File: src/rtl/memport_pkg.sv
// Shared types and helpers for the single-port memory arbiter.
package memport_pkg;

    localparam int unsigned RAM_AW_DEFAULT = 10;

    typedef enum logic [1:0] {
        IDLE,
        D_RESP,
        F_RESP
    } memport_state_t;

    typedef struct packed {
        logic        err;
        logic [31:0] idx;
    } addr_chk_t;

    // Word index of a byte address plus a flag for misaligned or out-of-range addresses.
    function automatic addr_chk_t word_index_chk(input logic [31:0] addr, input int unsigned aw);
        addr_chk_t   r;
        logic [31:0] mask;
        mask  = (32'd1 << aw) - 32'd1;
        r.idx = (addr >> 2) & mask;
        r.err = (addr[1:0] != 2'b00) || ((addr >> (aw + 2)) != 32'd0);
        return r;
    endfunction

endpackage

File: src/rtl/memport_addr_chk.sv
// Combinational byte-address to RAM word-index conversion with range/alignment check.
module memport_addr_chk
    import memport_pkg::*;
#(
    parameter int unsigned RAM_AW = RAM_AW_DEFAULT
) (
    input  logic [31:0]       byte_addr,
    output logic [RAM_AW-1:0] word_idx,
    output logic              addr_err
);

    addr_chk_t chk;

    // Truncated word index and error flag for the address being issued.
    always_comb begin
        chk      = word_index_chk(byte_addr, RAM_AW);
        word_idx = RAM_AW'(chk.idx);
        addr_err = chk.err;
    end

endmodule

File: src/rtl/memport_arbiter.sv
// Arbitrates fetch and MEM-stage accesses onto one synchronous-read RAM port.
module memport_arbiter
    import memport_pkg::*;
#(
    parameter int unsigned RAM_AW = RAM_AW_DEFAULT
) (
    input  logic              clk,
    input  logic              rst,
    input  logic              if_req,
    input  logic [31:0]       if_addr,
    output logic              if_ready,
    output logic [31:0]       if_instr,
    input  logic              regmem_M,
    input  logic              memw_M,
    input  logic [31:0]       address_M,
    input  logic [31:0]       wdata_M,
    output logic              m_ready,
    output logic [31:0]       m_rdata,
    output logic              stall_F,
    output logic              stall_M,
    output logic              err_addr,
    output logic [RAM_AW-1:0] ram_address,
    output logic [31:0]       ram_data,
    output logic              ram_wren,
    input  logic [31:0]       ram_q
);

    memport_state_t    state;
    memport_state_t    state_nx;
    logic              is_store_q;
    logic              dreq;
    logic              issue_d;
    logic              issue_f;
    logic [31:0]       issue_addr;
    logic [RAM_AW-1:0] issue_idx;
    logic              issue_err;

    memport_addr_chk #(.RAM_AW(RAM_AW)) u_addr_chk (
        .byte_addr (issue_addr),
        .word_idx  (issue_idx),
        .addr_err  (issue_err)
    );

    // State register, latched access type and sticky address error.
    always_ff @(posedge clk) begin
        if (rst) begin
            state      <= IDLE;
            is_store_q <= 1'b0;
            err_addr   <= 1'b0;
        end else begin
            state <= state_nx;
            if (issue_d) begin
                is_store_q <= memw_M;
            end
            if ((issue_d | issue_f) & issue_err) begin
                err_addr <= 1'b1;
            end
        end
    end

    // Next state, issue decisions and ready strobes; reset suppresses all of them.
    always_comb begin
        state_nx = state;
        issue_d  = 1'b0;
        issue_f  = 1'b0;
        if_ready = 1'b0;
        m_ready  = 1'b0;
        dreq     = regmem_M | memw_M;
        if (!rst) begin
            unique case (state)
                IDLE: begin
                    if (dreq) begin
                        issue_d  = 1'b1;
                        state_nx = D_RESP;
                    end else if (if_req) begin
                        issue_f  = 1'b1;
                        state_nx = F_RESP;
                    end
                end
                D_RESP: begin
                    m_ready = 1'b1;
                    if (if_req) begin
                        issue_f  = 1'b1;
                        state_nx = F_RESP;
                    end else begin
                        state_nx = IDLE;
                    end
                end
                F_RESP: begin
                    if_ready = 1'b1;
                    if (dreq) begin
                        issue_d  = 1'b1;
                        state_nx = D_RESP;
                    end else begin
                        state_nx = IDLE;
                    end
                end
                default: state_nx = IDLE;
            endcase
        end
    end

    // RAM port drive, response data muxes and pipeline stalls.
    always_comb begin
        issue_addr  = issue_d ? address_M : (issue_f ? if_addr : '0);
        ram_address = (issue_d | issue_f) ? issue_idx : '0;
        ram_wren    = issue_d & memw_M;
        ram_data    = (issue_d & memw_M) ? wdata_M : '0;
        if_instr    = if_ready ? ram_q : '0;
        m_rdata     = (m_ready & ~is_store_q) ? ram_q : '0;
        stall_F     = if_req & ~if_ready;
        stall_M     = (regmem_M | memw_M) & ~m_ready;
    end

endmodule

File: config.mk
export PLATFORM = sky130hd
export DESIGN_NAME = memport_arbiter
export DESIGN_NICKNAME = d
export VERILOG_FILES = /design/src/rtl/memport_pkg.sv /design/src/rtl/memport_addr_chk.sv /design/src/rtl/memport_arbiter.sv
export SDC_FILE = /design/constraint.sdc
export NUM_CORES = 1
export LEC_CHECK = 0
export CAP_MARGIN = 20
export CORE_AREA = 2 2 96 98
export DETAILED_ROUTE_END_ITERATION = 10
export DIE_AREA = 0 0 98 100
export GPL_TIMING_DRIVEN = 0
export PLACE_DENSITY = 0.66
export SKIP_CTS_REPAIR_TIMING = 1
export SYNTH_ARGS = -nofsm -noshare
export SYNTH_HDL_FRONTEND = slang
export SYNTH_SLANG_ARGS = --single-unit
File: constraint.sdc
create_clock -name clk -period 1.2 [get_ports clk]
set_input_delay 0.12 -clock clk [delete_from_list [all_inputs] [get_ports clk]]
set_output_delay 0.12 -clock clk [all_outputs]
set_load 0.02 [all_outputs]
### Yosys cells after proc, flatten, opt, wreduce, memory -nomap -nowiden

Index checks and enable logic that the tools add are counted.

| storage, ports and cells | value |
|---|---|
| register bits | 4 |
| input port bits | 133 |
| output and inout bits | 112 |
| logic and storage cells | 43 |

| cells by class | value |
|---|---|
| eq/ne operators | 3 |
| muxes and demuxes | 22 |
| bitwise gates (word level) | 10 |
| reduce and logical (&&, ||, !) cells | 5 |

Operator list:

| operator | number |
|---|---|
| 32-bit 2-to-1 mux | 5 |
| 32-bit nonzero test | 1 |
| 1-bit 2-to-1 mux | 11 |
| 10-bit 2-to-1 mux | 1 |
| 2-bit 2-to-1 mux | 3 |
| 2-bit one-hot mux with 3 select lines | 1 |
| 1-bit AND | 5 |
| 3-bit != test, second input constant | 1 |
| 1-bit inverter | 3 |
| 2-bit by 1-bit == test with 1-bit output, second input constant | 1 |
| 2-bit == test, second input constant | 1 |
| 2-bit zero test | 1 |
| 1-bit bitwise OR | 2 |
| 1-bit one-hot mux with 2 select lines | 1 |
| 2-bit nonzero test | 1 |
| 2-bit OR reduction | 1 |
| 1-bit logical OR | 1 |

### Depth between registers and ports, before layout

| depth | value |
|---|---|
| depth after elaboration | 9 |
| mapped depth | 5 |
| mapped depth without buffers | 4 |

### Cells and area by module

A second synthesis with hierarchy kept.

| second synthesis, totals | value |
|---|---|
| cell total of the unflattened synthesis | 196 |
| area total of the unflattened synthesis | 1358.8 sq um |

By module, submodules not included:

| module | times used | cells an instance | area each (sq um) | seq. area each (sq um) |
|---|---|---|---|---|
| memport_arbiter | 1 | 179 | 1237.4 | 80.1 |
| memport_addr_chk | 1 | 17 | 121.4 | 0.0 |

### Least setup slack after synthesis

Ideal clock, no wire load.

| timing | value |
|---|---|
| path type | register to output |
| from | reg state[0] |
| to | out m_rdata[10] |
| arrival time | 1311 ps |
| required time | 1080 ps |
| setup slack | -231 ps |
| cell stages (with the launch flop) | 5 |
| buffers on the path | 1 |
| path through | dfxtp_1 and2_1 nor2b_4 buf_6 and2_1 |

| on the way | value |
|---|---|
| word-level cells in the longest chain between the ends | 5 |

RTL lines:

| item | RTL line | text |
|---|---|---|
| start: declaration | memport_arbiter.sv:28 | `memport_state_t state;` |
| start signal: assignment | memport_arbiter.sv:51 | `state <= state_nx;` |
| 2-bit by 1-bit == test with 1-bit output | memport_arbiter.sv:70 | `unique case (state)` |
| 1-bit 2-to-1 mux | memport_arbiter.sv:70 |  |
| 1-bit 2-to-1 mux | memport_arbiter.sv:69 | `if (!rst) begin` |
| net m_ready | memport_arbiter.sv:17 | `output logic m_ready,` |
| 1-bit AND | memport_arbiter.sv:110 | `m_rdata = (m_ready & ~is_store_q) ? ram_q : '0;` |
| 32-bit 2-to-1 mux | memport_arbiter.sv:110 |  |
| end: declaration | memport_arbiter.sv:18 | `output logic [31:0] m_rdata,` |

The timed path passes the listed nets, and every way through them passes these cells.

### Worst setup path in the final report

| timing | value |
|---|---|
| from | reg state[1] |
| to | out m_rdata[1] |

| on the way | value |
|---|---|
| word-level cells in the longest chain between the ends | 5 |

RTL lines:

| item | RTL line |
|---|---|
| 2-bit by 1-bit == test with 1-bit output | memport_arbiter.sv:70 |
| 1-bit 2-to-1 mux | memport_arbiter.sv:70 |
| 1-bit 2-to-1 mux | memport_arbiter.sv:69 |
| 1-bit AND | memport_arbiter.sv:110 |
| 32-bit 2-to-1 mux | memport_arbiter.sv:110 |

No other way between the ends.

==> flow_metrics.env <==
export IMPL_slew_headroom=0.697
export IMPL_dr_pass1_iters=2
export IMPL_p_int_w=0.00117
export IMPL_grt_pass1_wl_mm=11.0
export IMPL_wl_met3_um=756
export IMPL_pwr_share_seq=0.091
export IMPL_skew_ns=0.00449
export IMPL_peakVddDrop_mv=0.350
export IMPL_cts_max_level=1
export IMPL_grt_max_degree=11
export IMPL_failed_checks="negative setup slack"
export IMPL_layout_core_utilization=0.510
export IMPL_switching_share=0.327
export IMPL_rsz0062_at_grt="yes"
export IMPL_cts_sinks=4
export IMPL_maxSlewViolCount=0
export IMPL_required_ns=1.08
export IMPL_syn_avg_cell_area_um2=7.00
export IMPL_syn_num_nets=287
export IMPL_hp_class="in -> reg"
export IMPL_core_area_mm2=0.00889
export IMPL_dr_wl_met2_mm=4.47
export IMPL_gr_usage_all_layers=0.136
export IMPL_status="finished, violations left"
export IMPL_cts_buffers=3
export IMPL_clockRootBuffer="clkbuf_8"
export IMPL_wl_mm=8.15
export IMPL_areaGrowthSynthToFinish_pct=321
export IMPL_drv_cap=0
export IMPL_fmax_mhz=617
export IMPL_die_w_um=98
export IMPL_ios=245
export IMPL_power_density_mw_per_mm2=383
export IMPL_dp_hpwl_mm=6.31
export IMPL_ys_flop_type="dfxtp_1"
export IMPL_worstMarginPinSlew_ns=0.454
export IMPL_clk_path_buf_depth=2
export IMPL_start_util=0.121
export IMPL_seq_area_frac_synth=0.0742
export IMPL_met1Wirelength_mm=2.92
export IMPL_finalCriticalPeriod_ns=1.62
export IMPL_place_area_mm2=0.00380
export IMPL_path_clk_slew_ns=0.03
export IMPL_drive_above_1_share=0.618
export IMPL_synth_cell_types=27
export IMPL_insertion_delay_ns=0.22
export IMPL_yosysMostFrequentCell="and2_1"
export IMPL_hold_viol_final=0
export IMPL_routed_via_density=4.23
export IMPL_drcViolationCount=0
export IMPL_route_vias_total=2248
export IMPL_port_buffers=244
export IMPL_setup_viol=109
export IMPL_netlist_area_leader_share=0.383
export IMPL_worstSetupPathType="reg -> out"
export IMPL_r2r_setup_slack_ns=0.07
export IMPL_setup_worst_path_start="state[1]$_SDFFE_PP0P_"
export IMPL_place_gp_congestion=0.766
export IMPL_crit_arrival_ns=1.50
export IMPL_die_y_um=100
export IMPL_antenna_found_initial=0
export IMPL_async_reset_ff_frac=0
export IMPL_p_leak_nw=2.41
export IMPL_synth_edf_count=0
export IMPL_antennaDiodeCount=0
export IMPL_synth_common_cells="and2_1, and3_1, a22o_1"
export IMPL_setup_ws_ns=-0.420
export IMPL_hp_start="address_M[17]"
export IMPL_fp_row_count=35
export IMPL_yosysWarnings=0
export IMPL_path_max_fanout=7
export IMPL_nNetsFinal=556
export IMPL_topRoutingLayerUsed="met3"
export IMPL_start_kind="flop"
export IMPL_routedWlPerCell_um=15.3
export IMPL_yosysTopAreaCell="and2_1"
export IMPL_ys_seq_elements=4
export IMPL_grt_pass1_vias=2203
export IMPL_ant_nets=0
export IMPL_cts_tree="done"
export IMPL_syn_area_mm2=0.00108
export IMPL_endpoint_kind="output port"
export IMPL_netlist_top_cells_area="and2_1, and3_1, a22o_1"
export IMPL_combPwrFrac=0.743
export IMPL_synthCells=154
export IMPL_drt_iter0_markers=12
export IMPL_power_share_clock=0.165
export IMPL_timing_rr_start="state[0]$_SDFFE_PP0P_"
export IMPL_p_switching_w=0.000569
export IMPL_die_area_mm2=0.00980
export IMPL_grt_ovfl_total=0
export IMPL_period_share=1.35
export IMPL_stdcell_area_mm2=0.00454
## stage by stage
stage	std cells	TNS, ns	hold WS (ns)	worst slack [ns]	total power [W]
final	532	-33.80	0.247	-0.420	0.00174
after CTS	512	-130.84	0.467	-1.32	0.00158
after global placement	509	-128.66	0.451	-1.32	0.00127
after detailed placement	509	-130.74	0.459	-1.31	0.00128
after floorplan	154	-0.369	0.189	-0.0166	0.000545
after global routing	532	-40.06	0.290	-0.482	0.00184
## power groups by stage
stage | logic (W) | registers [W] | clock network [W]
4_1_cts | 0.00113 | 0.000157 | 0.000295
3_5_place_dp | 0.00112 | 0.000159 | 0
3_3_place_gp | 0.00111 | 0.000159 | 0
6_report | 0.00129 | 0.000159 | 0.000288
2_1_floorplan | 0.000382 | 0.000163 | 0
5_1_grt | 0.00137 | 0.000160 | 0.000304
## cells in the final DEF (no fill, tap or decap), drive strengths merged
| master | netlist | routed |
|---|---|---|
| nand4 | 2 | 2 |
| a21oi | 1 | 1 |
| nor3b | 1 | 1 |
| and2 | 66 | 66 |
| nand2b | 2 | 2 |
| o41ai | 2 | 2 |
| nor2b | 2 | 2 |
| clkbuf | 7 | 24 |
| buf | 7 | 124 |
| clkdlybuf4s50 | 0 | 89 |
| or4 | 2 | 2 |
| o21ai | 1 | 1 |
| inv | 1 | 1 |
| a22o | 10 | 10 |
| nor4 | 8 | 8 |
| o211a | 1 | 1 |
| dlymetal6s2s | 0 | 44 |
| nor2 | 3 | 3 |
| nand3 | 1 | 1 |
| and3 | 32 | 32 |
| dfxtp | 4 | 4 |
| nor3 | 1 | 1 |
## sequential cells by signal, indices dropped and copies added (netlist names)
register and count:
err_addr 1, is_store_q 1, state 2
## area by class of cell
type,instances,area [um2]
Buffer,14,165
Clock buffer,3,41.3
Fill cell,831,4350
Inverter,1,3.75
Multi-Input combinational cell,135,1260
Sequential cell,4,85.1
Tap cell,111,139
Timing Repair Buffer,264,2850
## routing by layer
metal	vias up	track usage
met5	-	0
met1	1017	0.148
met4	0	0.00321
li1	1083	-
met2	148	0.262
met3	0	0.0529
## logic make-up (layout without fill, tap and decap cells)
group,after synthesis,count (layout),share of synthesized area
AND/OR/NAND/NOR,120,120,0.718
flip-flops,4,4,0.0742
AO/OA/AOI/OAI,15,15,0.123
buffers and inverters,15,282,0.0847
## final timing paths
| kind | to | depth (start not counted) |
|---|---|---|
| max | m_rdata[1] | 7 |
| min | err_addr$_SDFFE_PP0P_ | 4 |
| max reg2reg | err_addr$_SDFFE_PP0P_ | 6 |
| min reg2reg | err_addr$_SDFFE_PP0P_ | 2 |
## worst max-delay path, cell delays in order (launching register included)
cell,delay [ns]
dfxtp_2,0.32
nor2_4,0.10
and2_4,0.16
nor2b_4,0.17
buf_12,0.14
buf_6,0.12
and2_4,0.13
buf_4,0.13
Note: power is estimated with default switching activity, not from simulation.
